**src/rtl/regfile_write_arbiter_pkg.sv**
```systemverilog
// regfile_write_arbiter_pkg
// Purpose: shared widths, state encoding and debug-entry layout for the
//          register-file write-port arbiter and its debug FIFO.
// Ports:   none (package).
package regfile_write_arbiter_pkg;

  localparam int REG_ADDR_W = 5;
  localparam int DATA_W     = 32;

  // Same register index as the register file's user-number slot; debug
  // traffic must never overwrite it.
  localparam int PROTECTED_REG_DEFAULT = 30;

  typedef enum logic {
    ST_RUN   = 1'b0,
    ST_STALL = 1'b1
  } state_t;

  typedef struct packed {
    logic [REG_ADDR_W-1:0] reg_idx;
    logic [DATA_W-1:0]     data;
  } dbg_entry_t;

  localparam int ENTRY_W = REG_ADDR_W + DATA_W;

endpackage

```
**src/rtl/regfile_write_arbiter_if.sv**
```systemverilog
// regfile_write_arbiter_if
// Purpose: bundles the CPU writeback request, the debug write handshake and
//          the register-file write port into one interface.
// Modports:
//   slave  - arbiter side: takes wb_*/dbg_* requests, drives dbg_ready,
//            dbg_drop, cpu_stall and the RegWrite/writeRegister/writeData port.
//   master - requester/register-file side (the opposite directions).
interface regfile_write_arbiter_if;
  import regfile_write_arbiter_pkg::*;

  logic                  wb_en;
  logic [REG_ADDR_W-1:0] wb_reg;
  logic [DATA_W-1:0]     wb_data;
  logic                  dbg_valid;
  logic [REG_ADDR_W-1:0] dbg_reg;
  logic [DATA_W-1:0]     dbg_data;
  logic                  dbg_ready;
  logic                  dbg_drop;
  logic                  cpu_stall;
  logic                  RegWrite;
  logic [REG_ADDR_W-1:0] writeRegister;
  logic [DATA_W-1:0]     writeData;

  modport slave (
    input  wb_en, wb_reg, wb_data, dbg_valid, dbg_reg, dbg_data,
    output dbg_ready, dbg_drop, cpu_stall, RegWrite, writeRegister, writeData
  );

  modport master (
    output wb_en, wb_reg, wb_data, dbg_valid, dbg_reg, dbg_data,
    input  dbg_ready, dbg_drop, cpu_stall, RegWrite, writeRegister, writeData
  );

endinterface

```
**src/rtl/regfile_write_arbiter_dbg_write_fifo.sv**
```systemverilog
// dbg_write_fifo
// Purpose: small synchronous FIFO holding queued debug writes.
// Ports:
//   i_clock  - clock, posedge
//   i_reset  - synchronous active-high reset; empties the FIFO
//   i_push   - write i_data (ignored when full)
//   i_pop    - discard head (ignored when empty)
//   i_data   - entry to push
//   o_full   - no room for another entry
//   o_empty  - nothing queued
//   o_head   - oldest entry (undefined when empty)
module dbg_write_fifo #(
  parameter int DEPTH = 4,
  parameter int WIDTH = 37
) (
  input  logic             i_clock,
  input  logic             i_reset,
  input  logic             i_push,
  input  logic             i_pop,
  input  logic [WIDTH-1:0] i_data,
  output logic             o_full,
  output logic             o_empty,
  output logic [WIDTH-1:0] o_head
);

  localparam int AW = $clog2(DEPTH);

  logic [WIDTH-1:0] r_mem [DEPTH];
  // One extra pointer bit separates full from empty.
  logic [AW:0]      r_wr_ptr;
  logic [AW:0]      r_rd_ptr;
  logic             w_push_ok;
  logic             w_pop_ok;

  assign o_empty   = (r_wr_ptr == r_rd_ptr);
  assign o_full    = (r_wr_ptr[AW] != r_rd_ptr[AW]) &&
                     (r_wr_ptr[AW-1:0] == r_rd_ptr[AW-1:0]);
  assign w_push_ok = i_push & ~o_full;
  assign w_pop_ok  = i_pop & ~o_empty;
  assign o_head    = r_mem[r_rd_ptr[AW-1:0]];

  always_ff @(posedge i_clock) begin
    if (i_reset) begin
      r_wr_ptr <= '0;
      r_rd_ptr <= '0;
    end else begin
      if (w_push_ok) r_wr_ptr <= r_wr_ptr + 1'b1;
      if (w_pop_ok)  r_rd_ptr <= r_rd_ptr + 1'b1;
    end
  end

  always_ff @(posedge i_clock) begin
    if (w_push_ok) r_mem[r_wr_ptr[AW-1:0]] <= i_data;
  end

endmodule

```
**src/rtl/regfile_write_arbiter.sv**
```systemverilog
// regfile_write_arbiter
// Purpose: shares the register file's single write port between CPU
//          writeback (normal priority) and queued debug writes, with a
//          starvation guard that stalls the CPU for one cycle.
// Ports:
//   clock - sole clock, posedge
//   reset - synchronous active-high reset
//   bus   - regfile_write_arbiter_if.slave: CPU writeback request, debug
//           push handshake, dbg_drop, cpu_stall and the register-file write
//           port (RegWrite/writeRegister/writeData, combinational).
//
// state    | meaning
// ST_RUN   | CPU wins when wb_en; idle slots drain the debug FIFO
// ST_STALL | CPU held for one cycle; debug head is granted
module regfile_write_arbiter
  import regfile_write_arbiter_pkg::*;
#(
  parameter int DBG_DEPTH     = 4,
  parameter int STARVE_LIMIT  = 8,
  parameter int PROTECTED_REG = PROTECTED_REG_DEFAULT
) (
  input  logic                    clock,
  input  logic                    reset,
  regfile_write_arbiter_if.slave  bus
);

  localparam int                    WCNT_W  = $clog2(STARVE_LIMIT + 1);
  localparam logic [WCNT_W-1:0]     LIMIT_C = WCNT_W'(STARVE_LIMIT);
  localparam logic [REG_ADDR_W-1:0] PROT_C  = REG_ADDR_W'(PROTECTED_REG);

  state_t              r_state, w_state_nxt;
  logic [WCNT_W-1:0]   r_wcnt, w_wcnt_nxt, w_wcnt_inc;
  logic                w_full, w_empty, w_push, w_pop, w_dbg_ready;
  dbg_entry_t          w_head, w_push_entry;
  logic                w_regwrite, w_drop, w_stall;
  logic [REG_ADDR_W-1:0] w_wreg;
  logic [DATA_W-1:0]     w_wdata;

  assign w_dbg_ready          = ~w_full & ~reset;
  assign w_push               = bus.dbg_valid & w_dbg_ready;
  assign w_push_entry.reg_idx = bus.dbg_reg;
  assign w_push_entry.data    = bus.dbg_data;
  assign w_wcnt_inc           = r_wcnt + 1'b1;

  dbg_write_fifo #(
    .DEPTH (DBG_DEPTH),
    .WIDTH (ENTRY_W)
  ) u_fifo (
    .i_clock (clock),
    .i_reset (reset),
    .i_push  (w_push),
    .i_pop   (w_pop),
    .i_data  (w_push_entry),
    .o_full  (w_full),
    .o_empty (w_empty),
    .o_head  (w_head)
  );

  always_ff @(posedge clock) begin
    if (reset) begin
      r_state <= ST_RUN;
      r_wcnt  <= '0;
    end else begin
      r_state <= w_state_nxt;
      r_wcnt  <= w_wcnt_nxt;
    end
  end

  always_comb begin
    w_state_nxt = r_state;
    w_wcnt_nxt  = r_wcnt;
    w_pop       = 1'b0;
    w_regwrite  = 1'b0;
    w_wreg      = '0;
    w_wdata     = '0;
    w_drop      = 1'b0;
    w_stall     = 1'b0;

    case (r_state)
      ST_RUN: begin
        if (bus.wb_en) begin
          w_regwrite = 1'b1;
          w_wreg     = bus.wb_reg;
          w_wdata    = bus.wb_data;
          if (!w_empty) begin
            w_wcnt_nxt = w_wcnt_inc;
            if (w_wcnt_inc == LIMIT_C) w_state_nxt = ST_STALL;
          end
        end else begin
          w_wcnt_nxt = '0;
          w_pop      = ~w_empty;
        end
      end
      ST_STALL: begin
        w_stall     = 1'b1;
        w_pop       = ~w_empty;
        w_state_nxt = ST_RUN;
        w_wcnt_nxt  = '0;
      end
      default: begin
        w_state_nxt = ST_RUN;
        w_wcnt_nxt  = '0;
      end
    endcase

    // A debug grant to the protected register still consumes the slot.
    if (w_pop) begin
      if (w_head.reg_idx == PROT_C) begin
        w_drop = 1'b1;
      end else begin
        w_regwrite = 1'b1;
        w_wreg     = w_head.reg_idx;
        w_wdata    = w_head.data;
      end
    end
  end

  assign bus.dbg_ready     = w_dbg_ready;
  assign bus.dbg_drop      = w_drop;
  assign bus.cpu_stall     = w_stall;
  assign bus.RegWrite      = w_regwrite;
  assign bus.writeRegister = w_wreg;
  assign bus.writeData     = w_wdata;

endmodule

```
**src/flat_wrapper.sv**
```systemverilog
// flat-port wrapper written by rule: the top's interface ports become plain ports
module regfile_write_arbiter_flat import regfile_write_arbiter_pkg::*;
#(
  parameter int DBG_DEPTH     = 4,
  parameter int STARVE_LIMIT  = 8,
  parameter int PROTECTED_REG = PROTECTED_REG_DEFAULT
)
  (clock, reset, bus_wb_en, bus_wb_reg, bus_wb_data, bus_dbg_valid, bus_dbg_reg, bus_dbg_data, bus_dbg_ready, bus_dbg_drop, bus_cpu_stall, bus_RegWrite, bus_writeRegister, bus_writeData);
  regfile_write_arbiter_if bus_i ();
  input  logic clock;
  input  logic reset;
  input wire logic [$bits(bus_i.wb_en)-1:0] bus_wb_en;
  input wire logic [$bits(bus_i.wb_reg)-1:0] bus_wb_reg;
  input wire logic [$bits(bus_i.wb_data)-1:0] bus_wb_data;
  input wire logic [$bits(bus_i.dbg_valid)-1:0] bus_dbg_valid;
  input wire logic [$bits(bus_i.dbg_reg)-1:0] bus_dbg_reg;
  input wire logic [$bits(bus_i.dbg_data)-1:0] bus_dbg_data;
  output wire logic [$bits(bus_i.dbg_ready)-1:0] bus_dbg_ready;
  output wire logic [$bits(bus_i.dbg_drop)-1:0] bus_dbg_drop;
  output wire logic [$bits(bus_i.cpu_stall)-1:0] bus_cpu_stall;
  output wire logic [$bits(bus_i.RegWrite)-1:0] bus_RegWrite;
  output wire logic [$bits(bus_i.writeRegister)-1:0] bus_writeRegister;
  output wire logic [$bits(bus_i.writeData)-1:0] bus_writeData;
  assign bus_i.wb_en = bus_wb_en;
  assign bus_i.wb_reg = bus_wb_reg;
  assign bus_i.wb_data = bus_wb_data;
  assign bus_i.dbg_valid = bus_dbg_valid;
  assign bus_i.dbg_reg = bus_dbg_reg;
  assign bus_i.dbg_data = bus_dbg_data;
  assign bus_dbg_ready = bus_i.dbg_ready;
  assign bus_dbg_drop = bus_i.dbg_drop;
  assign bus_cpu_stall = bus_i.cpu_stall;
  assign bus_RegWrite = bus_i.RegWrite;
  assign bus_writeRegister = bus_i.writeRegister;
  assign bus_writeData = bus_i.writeData;
  regfile_write_arbiter #(.DBG_DEPTH(DBG_DEPTH), .STARVE_LIMIT(STARVE_LIMIT), .PROTECTED_REG(PROTECTED_REG)) u_core (.clock(clock), .reset(reset), .bus(bus_i));
endmodule
```
**config.mk**
```make
export PLATFORM = sky130hd
export DESIGN_NAME = regfile_write_arbiter_flat
export DESIGN_NICKNAME = d
export VERILOG_FILES = /design/src/rtl/regfile_write_arbiter_pkg.sv /design/src/rtl/regfile_write_arbiter_if.sv /design/src/rtl/regfile_write_arbiter_dbg_write_fifo.sv /design/src/rtl/regfile_write_arbiter.sv /design/src/flat_wrapper.sv
export SDC_FILE = /design/constraint.sdc
export NUM_CORES = 1
export LEC_CHECK = 0
export ABC_AREA = 1
export BUFFER_PORTS_ARGS = -buffer_cell sky130_fd_sc_hd__buf_2
export CORE_MARGIN = 2
export CORE_UTILIZATION = 60
export DETAILED_ROUTE_END_ITERATION = 10
export PLACE_DENSITY_LB_ADDON = 0.3
export SLEW_MARGIN = 15
export SYNTH_ARGS = -nofsm -noshare
export SYNTH_HDL_FRONTEND = slang
export SYNTH_SLANG_ARGS = --single-unit
```
**constraint.sdc**
```tcl
create_clock -name clock -period 9.6 [get_ports clock]
set_clock_uncertainty 0.1 [all_clocks]
set_input_delay 1.92 -clock clock [delete_from_list [all_inputs] [get_ports clock]]
set_output_delay 1.92 -clock clock [all_outputs]
set_load 0.05 [all_outputs]
```
==> reports/qor.txt <==
Status -> completed
Fillers -> 739
Drt first-iter violations -> 347
DRC -> 0
Max_slew headroom -> 37.1%
IO Pins -> 119
Number of port buffers -> 118
Max_cap viols -> 0
Post-layout minimum cycle time -> 6.11 ns
Routed WL -> 14.9 mm
Clock tree buffer depth -> 2
Initial antenna violation count -> 0
Tot GR Track Use -> 24.4%
CTS tree -> built
Vias in the first global route -> 4,836
Hold_sp -> u_core.r_wcnt[3]
Period utilization -> 63.7%
Multi-input gate area in the final layout -> 1870 um2
DP Wirelength -> 8.27 mm
Worst vdd ir -> 0.169 mV
Layout Area Growth over Synthesis -> 18.6%
Warnings, synthesis -> 0
Compound-Gate Fraction of Synth Area -> 8.33%
Largest fanout on the critical path -> 42
Mapped Cells -> 595
Flop-to-flop setup slack -> 7.27 ns
Initial Utilization -> 62.1%
#FFs+latches synth -> 161
Antenna Nets Post-Route -> 0
Fin. Hold Viols -> 0
Post-Route Setup TNS -> 0 ns
Synth Area in Adders -> 1.28%
Reg clk slew, reported paths -> 0.06 ns
Post-synthesis cell type count -> 26
Avg Inst Size Synth -> 11.5 um2
Post-CTS Resized -> 0
Die X -> 111 um
Seq/Total Area, Yosys -> 69.0%
WS Path Type -> in -> out
Htree depth -> 4
Final #Nets -> 791
HP Class -> reg -> reg
Tightest Pin Transition -> 0.942 ns
Cell area after synthesis -> 6820 um2
Share of post-route cells with drive strength above 1 -> 24.5%
Startpoint Class -> input port
DR pass1 iterations -> 6
Critical path arrival -> 4.09 ns
Simple-Gate Fraction of Synth Area -> 16.4%
CTS buffer count -> 17
Post-CTS Hold Fix Bufs -> 0
Die ar. -> 12,200 um2
Vias -> 4,929
Largest family of logic cells by synthesized area -> simple AND/OR/NAND/NOR gates
P per Cell Area -> 235 nW/um2
First-pass GRT wire length -> 23.2 mm
Total power -> 1.90 mW
Setup crit end -> bus_writeData[0]
Largest net degree at the start of global routing -> 74
Gpl congestion -> 0.776
Clk_lat worst skew -> 0.41 ns
Seq. cell area -> 4710 um2
XOR/XNOR Fraction of Synth Area -> 0.899%
Critical Path RT -> 7.58 ns
Mux contribution to synthesized area -> 0%
Slew Viols, Final -> 0
Share of the synthesized area in the top cell type -> 65.1%
Syn_nets -> 680
Post-CTS setup repair buffer count -> 0
Lkg Pwr -> 3.21 nW
Vias per inst -> 5.73
Clock sink count -> 161
Root buffer cell -> clkbuf_16
Core Rows -> 38
Depth of the most critical reg-to-reg path -> 6
Core area -> 11,000 um2
Die Y -> 111 um
Endpoints failing setup -> 0
Max frequency -> 164 MHz
Synth top area cells -> edfxtp_1 (65%), nand2_1 (6.3%), o21ai_0 (4.8%)
Unrepaired setup endpoints after global routing -> false
Drt wl/cell -> 17.3 um
Area leader, netlist -> edfxtp_1
Crit. End Element -> output pin
Critical path origin -> bus_wb_en
Remaining global-route overflow -> 0
FF-to-FF Start -> u_core.r_state
[state kept, by name, indices dropped and copies added (netlist names), named ones only]
| register | cells |
|---|---|
| u_core.r_wcnt | 4 |
| u_core.u_fifo.r_rd_ptr | 3 |
| u_core.u_fifo.r_mem | 148 |
| u_core.u_fifo.r_wr_ptr | 3 |
| u_core.r_state | 1 |
[layout make-up]
| class | instances | share of cell area (%) |
|---|---|---|
| diodes | 1 | 0.0309 |
| clock inverters | 15 | 2.07 |
| well taps | 140 | 2.17 |
| inverters | 24 | 1.11 |
| clock buffers | 17 | 5.26 |
| multi-input cells | 376 | 23.1 |
| flip-flops and latches | 161 | 58.2 |
| repair buffers | 126 | 8.04 |
[stage by stage]
step / hold slack, ns / cell area, um2 / cells / utilization, % / worst slack, ns
after global routing: 0.396 / 8090 / 859 / 73.6 / 3.22
after CTS: 0.379 / 8090 / 859 / 73.6 / 3.48
after floorplan: 0.352 / 6820 / 595 / - / 4.62
after global placement: 0.365 / 7490 / 827 / 68.2 / 3.58
final: 0.380 / 8090 / 860 / 73.7 / 3.49
after detailed placement: 0.370 / 7490 / 827 / 68.2 / 3.49
[power by group]
part,switching (mW),internal [mW]
combinational,0.326,0.110
sequential,0.00863,0.788
clock,0.264,0.407
total,0.599,1.30
[per-layer routing]
layer	up-vias	GRT usage, %	part of all wire [%]
met5	-	0	0
met4	0	11.0	2.3
met3	33	7.03	7.4
met2	228	40.4	50
met1	2342	30.0	40
li1	2326	-	-
[worst min path at each step]
stage / slack [ns] / cells after the start / to
after floorplan: 0.35 / 2 / u_core.r_wcnt[3]
after global placement: 0.37 / 2 / u_core.r_wcnt[3]
after detailed placement: 0.37 / 2 / u_core.r_wcnt[3]
after CTS: 0.38 / 2 / u_core.r_wcnt[3]
after global routing: 0.40 / 2 / u_core.r_wcnt[3]
final: 0.38 / 2 / u_core.r_wcnt[3]
[cell usage after synthesis, drive strengths merged]
cell type	n
a21oi	6
clkbuf	22
clkinv	1
xor2	3
ha	7
nor3	1
nand2	117
nand3	55
o22ai	32
xnor2	4
o211ai	1
nor2	82
o21ai	66
edfxtp	148
buf	12
dfxtp	13
inv	23
nand4	2
[worst max-delay path: stages]
cell and delay (ns):
buf_2 0.07, inv_1 0.05, nor2_4 0.71, inv_1 0.18
nand2_1 0.19, inv_2 0.35, nand3_1 0.30, nand2_1 0.08
buf_2 0.22
[cell families (layout without fill, tap and decap cells)]
kind of cell    after synthesis  count (layout)
compound gates              105             105
buf+inv                      58             182
fa+ha+maj                     7               7
other cells                   0               1
xor+xnor                      7               7
flops                       161             161
simple gates                257             257
[layout by cell type (no fill, tap or decap), types with 6 or more instances in the layout]
cell type	count
edfxtp_1	148
buf_2	118
nand2_1	115
nor2_1	75
o21ai_0	66
nand3_1	44
o22ai_1	32
inv_1	21
clkbuf_16	17
dfxtp_1	12
nand3_2	10
buf_4	8
ha_1	7
nor2_4	6
clkinv_1	6
a21oi_1	6
No activity file was read; power rests on OpenSTA's default activity.
